**config.mk**
```make
export PLATFORM = sky130hd
export DESIGN_NAME = fetch_ctrl
export DESIGN_NICKNAME = d
export VERILOG_FILES = /design/src/rtl/fetch_ctrl_pkg.sv /design/src/rtl/fetch_ctrl_load_use.sv /design/src/rtl/fetch_ctrl.sv
export SDC_FILE = /design/constraint.sdc
export NUM_CORES = 1
export LEC_CHECK = 0
export CORE_ASPECT_RATIO = 0.7
export CORE_MARGIN = 4
export CORE_UTILIZATION = 35
export CTS_CLUSTER_SIZE = 16
export DETAILED_ROUTE_END_ITERATION = 10
export MAX_ROUTING_LAYER = met4
export PLACE_DENSITY = 0.69
export SLEW_MARGIN = 10
export SYNTH_ARGS = -nofsm -noshare
export SYNTH_HDL_FRONTEND = slang
export SYNTH_SLANG_ARGS = --single-unit
```
**constraint.sdc**
```tcl
create_clock -name clk -period 3.6 [get_ports clk]
set_input_delay 0.54 -clock clk [delete_from_list [all_inputs] [get_ports clk]]
set_output_delay 0.54 -clock clk [all_outputs]
set_load 0.05 [all_outputs]
```
**src/rtl/fetch_ctrl_pkg.sv**
```systemverilog
// fetch_ctrl_pkg
//   Shared definitions for the fetch-stage sequencing controller.
//   - fetch_state_t : controller state encoding (RUN / WAIT / REDIR)
//   - REG_ADDR_W_DEF: default register specifier width
//   - NOP_INSTR     : encoding of the bubble instruction (addi x0,x0,0)
package fetch_ctrl_pkg;

  typedef enum logic [1:0] {
    RUN   = 2'd0,
    WAIT  = 2'd1,
    REDIR = 2'd2
  } fetch_state_t;

  localparam int          REG_ADDR_W_DEF = 5;
  localparam logic [31:0] NOP_INSTR      = 32'h0000_0013;

endpackage

```
**src/rtl/fetch_ctrl_load_use.sv**
```systemverilog
// load_use_detect
//   Combinational hazard check between the load in EX and the instruction
//   in ID. A load targeting x0 never creates a hazard.
// Ports:
//   ex_mem_read          in  EX instruction is a load
//   ex_rd                in  EX destination register
//   id_rs1 / id_rs2      in  ID source registers
//   id_use_rs1/2         in  ID instruction actually reads that source
//   load_use             out ID must wait one cycle for the load result
module load_use_detect
  import fetch_ctrl_pkg::*;
#(
  parameter int REG_ADDR_W = REG_ADDR_W_DEF
) (
  input  logic                  ex_mem_read,
  input  logic [REG_ADDR_W-1:0] ex_rd,
  input  logic [REG_ADDR_W-1:0] id_rs1,
  input  logic [REG_ADDR_W-1:0] id_rs2,
  input  logic                  id_use_rs1,
  input  logic                  id_use_rs2,
  output logic                  load_use
);

  logic rs1_hit;
  logic rs2_hit;

  assign rs1_hit  = id_use_rs1 && (id_rs1 == ex_rd);
  assign rs2_hit  = id_use_rs2 && (id_rs2 == ex_rd);
  assign load_use = ex_mem_read && (ex_rd != '0) && (rs1_hit || rs2_hit);

endmodule

```
**src/rtl/fetch_ctrl.sv**
```systemverilog
// fetch_ctrl
//   Sequencing controller for the fetch stage. Chooses the next PC, resolves
//   load-use stalls, taken-branch flushes and instruction-memory wait states,
//   and remembers a redirect target while memory is not ready.
// Ports:
//   clk, rst            clock; asynchronous active-low reset
//   imem_ready          instruction memory has data for the current PC
//   id_rs1/rs2, id_use_rs1/rs2   source operands of the ID instruction
//   ex_mem_read, ex_rd  load in EX and its destination
//   ex_branch, ex_zero, ex_target  branch resolution from EX
//   pc_plus4            sequential PC from the PC adder
//   nxt_pc, pc_mux_sel  next PC and its mux select (1 = redirect)
//   pc_stall, ifid_stall, ifid_flush, idex_flush  pipeline control
//   stall_cnt, flush_cnt  saturating event counters
module fetch_ctrl
  import fetch_ctrl_pkg::*;
#(
  parameter int WIDTH      = 32,
  parameter int REG_ADDR_W = REG_ADDR_W_DEF,
  parameter int CNT_W      = 16
) (
  input  logic                  clk,
  input  logic                  rst,
  input  logic                  imem_ready,
  input  logic [REG_ADDR_W-1:0] id_rs1,
  input  logic [REG_ADDR_W-1:0] id_rs2,
  input  logic                  id_use_rs1,
  input  logic                  id_use_rs2,
  input  logic                  ex_mem_read,
  input  logic [REG_ADDR_W-1:0] ex_rd,
  input  logic                  ex_branch,
  input  logic                  ex_zero,
  input  logic [WIDTH-1:0]      ex_target,
  input  logic [WIDTH-1:0]      pc_plus4,
  output logic [WIDTH-1:0]      nxt_pc,
  output logic                  pc_mux_sel,
  output logic                  pc_stall,
  output logic                  ifid_stall,
  output logic                  ifid_flush,
  output logic                  idex_flush,
  output logic [CNT_W-1:0]      stall_cnt,
  output logic [CNT_W-1:0]      flush_cnt
);

  fetch_state_t     state_q, state_d;
  logic [WIDTH-1:0] target_q, target_d;
  logic [WIDTH-1:0] redir_tgt;
  logic             taken;
  logic             load_use;

  load_use_detect #(.REG_ADDR_W(REG_ADDR_W)) u_load_use (
    .ex_mem_read (ex_mem_read),
    .ex_rd       (ex_rd),
    .id_rs1      (id_rs1),
    .id_rs2      (id_rs2),
    .id_use_rs1  (id_use_rs1),
    .id_use_rs2  (id_use_rs2),
    .load_use    (load_use)
  );

  assign taken = (ex_branch == 1'b1) && (ex_zero == 1'b1);

  // Priority decode: reset, taken branch, pending redirect, load-use,
  // memory wait, normal sequential fetch. A taken branch outranks load-use
  // because the dependent instruction is being squashed anyway.
  always_comb begin
    state_d    = state_q;
    target_d   = target_q;
    redir_tgt  = target_q;
    pc_mux_sel = 1'b0;
    pc_stall   = 1'b0;
    ifid_stall = 1'b0;
    ifid_flush = 1'b0;
    idex_flush = 1'b0;
    if (!rst) begin
      pc_stall   = 1'b1;
      ifid_flush = 1'b1;
      idex_flush = 1'b1;
      state_d    = RUN;
    end else if (taken) begin
      ifid_flush = 1'b1;
      idex_flush = 1'b1;
      if (imem_ready) begin
        pc_mux_sel = 1'b1;
        redir_tgt  = ex_target;
        state_d    = RUN;
      end else begin
        pc_stall = 1'b1;
        target_d = ex_target;
        state_d  = REDIR;
      end
    end else if (state_q == REDIR) begin
      ifid_flush = 1'b1;
      if (imem_ready) begin
        pc_mux_sel = 1'b1;
        state_d    = RUN;
      end else begin
        pc_stall = 1'b1;
      end
    end else if (load_use) begin
      pc_stall   = 1'b1;
      ifid_stall = 1'b1;
      idex_flush = 1'b1;
    end else if (!imem_ready) begin
      pc_stall   = 1'b1;
      ifid_flush = 1'b1;
      state_d    = WAIT;
    end else begin
      state_d = RUN;
    end
  end

  assign nxt_pc = pc_mux_sel ? redir_tgt : pc_plus4;

  // State, pending target and saturating counters. Reset clears everything
  // immediately so no redirect can leak past a reset.
  always_ff @(posedge clk or negedge rst) begin
    if (!rst) begin
      state_q   <= RUN;
      target_q  <= '0;
      stall_cnt <= '0;
      flush_cnt <= '0;
    end else begin
      state_q  <= state_d;
      target_q <= target_d;
      if (pc_stall && (stall_cnt != '1))
        stall_cnt <= stall_cnt + {{(CNT_W-1){1'b0}}, 1'b1};
      if (taken && (flush_cnt != '1))
        flush_cnt <= flush_cnt + {{(CNT_W-1){1'b0}}, 1'b1};
    end
  end

endmodule
```
==> impl_metrics.csv <==
group,metric,value,unit
run_status,outcome,"finished, final reports clean",
detailed_routing,dr.pass1.iters,7,
global_routing,grt_start_max_net_pins,38,
power,power_switching,1.282,mW
cells_and_area,syn_to_final_growth,66.93,%
power,combPwrFrac,40.1,%
synth,syn_nets,445,
floorplanning,die_w,127.7,µm
detailed_routing,maxUsedRoutingLayer,"met4",
synth,syn_area,3511,µm²
cells_and_area,final_common_cell,"clkdlybuf4s50_1",
detailed_routing,wl,10370,µm
power,intPower,2.160,mW
sta,max_slew_margin,42.60,%
critical_path,end_kind,"output pin",
place,place_congestion,0.8732,
cells_and_area,final_area,5861,µm²
cells_and_area,fillCellCount,834,
cts,clockBufferDepth,2,
sta,whs,271.1,ps
synth,synth-edff-count,0,
detailed_routing,ant_nets,0,
floorplanning,die_height,91.80,µm
sta,setup_violations,0,
cts,ctsRootBufferMaster,"clkbuf_16",
cts,cts_tree,"built",
synth,synthFlopType,"dfrtp_1",
synth,synthArstFlopShare,100.0,%
floorplanning,io_pins,156,
synth,ys_seq_elements,66,
cts,numCtsBuffers,9,
power,vdd_drop_max,0.3528,mV
detailed_routing,met3WireLength,575,µm
synth,postSynthCellCount,356,
min_path,worstHoldPathType,"primary input to async pin",
synth,syn_area_per_cell,9.862,µm²
cts,cts.clk_slew.worst_paths,50,ps
sta,worst_pin_slew,860.0,ps
cells_and_area,fin_nets,599,
critical_path,crit_type,"primary input to output pin",
sta,period_minus_slack,2948,ps
sta,slew_viol_final,0,
power,total_leakage_power,2.386,nW
global_routing,grt_pass1_vias,3415,
synth,seq_area_frac_synth,47.04,%
cts,ctsHoldBuffers,0,
cts,post_cts_resized,0,
detailed_routing,drc,0,
global_routing,track_usage,18.71,%
global_routing,antenna_found_initial,0,
sta,worst_slack,652.2,ps
cts,cts_max_level,3,
critical_path,regToRegSetupSlack,1460,ps
detailed_routing,post_drt_wl_per_cell,16.14,µm
place,pre_cts_ws,666.7,ps
sta,tns,0,ps
cells_and_area,drive_above_1_share,18.87,%
power,clockPowerShare,27.2,%
critical_path,cp.required,3060,ps
cells_and_area,fin_util,60.28,%
power,p_per_area,587.2,nW/µm²
floorplanning,coreArea,9722,µm²
cells_and_area,antennaDiodeCount,0,
detailed_routing,wl_met1,4836,µm
power,switching_share,37.24,%
sta,rsz0062_at_grt,"no",
synth,yosysWarningCount,0,
detailed_routing,num_vias,3276,
global_routing,grt_overflow_total,0,
power,sequentialPowerShare,32.7,%
global_routing,grt_pass1_wl,17300,µm
cts,cts_sinks,66,
sta,fin_crit_sh,81.88,%
detailed_routing,route.met2.wl,4870,µm
detailed_routing,initialDrtViolationCount,154,
floorplanning,rows,30,
floorplanning,die_area,11720,µm²
sta,worst_clock_skew,7.835,ps
floorplanning,floorplan.initialDensity,36.11,%
place,io_buffers,155,
place,hpwl,7852,µm
flow_run,cap_violations,0,
synth,ys_types,36,
critical_path,crit_fanout,6,
critical_path,arrival,2410,ps
sta,hold_violations,0,
cts,clk_latency,320,ps
sta,fmax,0.3392,GHz
critical_path,start_kind,"primary input",
detailed_routing,vias_per_cell,5.103,
place,placed_area,5540,µm²
cells_and_area,final_cell_mix,"117 x clkdlybuf4s50_1, 66 x dfrtp_1, 39 x nor2_1",
cts,postCtsSetupBuffers,0,
path summary, 6_finish.rpt:
check	startpoint	end	cells past startpoint
min in group clk	stall_cnt[15]$_DFFE_PN0P_	stall_cnt[15]$_DFFE_PN0P_	1
max	ex_rd[2]	ifid_stall	7
min	rst	stall_cnt[11]$_DFFE_PN0P_	2
min reg2reg	stall_cnt[15]$_DFFE_PN0P_	stall_cnt[15]$_DFFE_PN0P_	1
max reg2reg	stall_cnt[6]$_DFFE_PN0P_	stall_cnt[1]$_DFFE_PN0P_	5
max in group asynchronous	rst	flush_cnt[15]$_DFFE_PN0P_	3
cells in the mapped netlist, types with 2 or more instances:
cell | n | area, µm²
nor3_1 | 11 | 55.05
nor4_1 | 5 | 31.28
buf_1 | 2 | 7.510
xor2_1 | 16 | 140.1
xnor2_1 | 23 | 201.4
ha_1 | 2 | 25.02
mux2_2 | 33 | 371.6
a21oi_1 | 37 | 185.2
nor2_1 | 39 | 146.4
and2_1 | 3 | 18.77
nand2_1 | 21 | 78.83
nand3_1 | 11 | 55.05
nand4_1 | 12 | 75.07
o22ai_1 | 33 | 206.5
and3_1 | 5 | 31.28
dfrtp_1 | 66 | 1652
inv_1 | 4 | 15.01
clkbuf_1 | 15 | 56.30
layout make-up:
cell class | count | area, µm² | share of cell area, %
inverters | 4 | 15.01 | 0.2562
repair buffers | 162 | 1944 | 33.18
well taps | 128 | 160.2 | 2.733
clock buffers | 13 | 260.3 | 4.441
multi-input cells | 267 | 1769 | 30.19
clock inverters | 2 | 60.06 | 1.025
flip-flops and latches | 66 | 1652 | 28.18
kinds of logic after synthesis:
kind of cell / after synthesis / share of synthesized area [%]
AND/OR/NAND/NOR: 114 / 15.68
AO/OA/AOI/OAI: 78 / 13.11
flip-flops: 66 / 47.04
XOR/XNOR: 39 / 9.729
multiplexers: 34 / 11.01
buffers and inverters: 23 / 2.708
adder cells (fa/ha/maj): 2 / 0.7126
critical path: stages:
cell	delay, ps
clkdlybuf4s50_1	550
xnor2_1	150
nand4_1	100
o22ai_1	300
nand2b_1	220
nor3_1	360
buf_12	190
state kept, by name, indices dropped and copies added (netlist names):
name / cells
target_q: 32
flush_cnt: 16
stall_cnt: 16
state_q: 2
through the flow:
stage / cells / power (mW)
6_report: 642 / 3.441
5_1_grt: 642 / 3.611
4_1_cts: 642 / 3.480
3_5_place_dp: 627 / 2.523
3_3_place_gp: 627 / 2.489
2_1_floorplan: 356 / 1.931
layer usage:
| layer | track usage [%] | vias up |
|---|---|---|
| met1 | 24.51 | 1571 |
| met4 | 4.594 | 0 |
| met3 | 5.821 | 6 |
| met5 | - | - |
| li1 | - | 1605 |
| met2 | 28.46 | 94 |
power by group through the flow:
stage	sequential, mW	clock [mW]	combinational (mW)
6_report	1.13	0.937	1.38
5_1_grt	1.16	0.997	1.45
4_1_cts	1.13	0.961	1.39
3_5_place_dp	1.14	0	1.39
3_3_place_gp	1.12	0	1.37
2_1_floorplan	1.48	0	0.449
(Power assumes the default switching activity.)
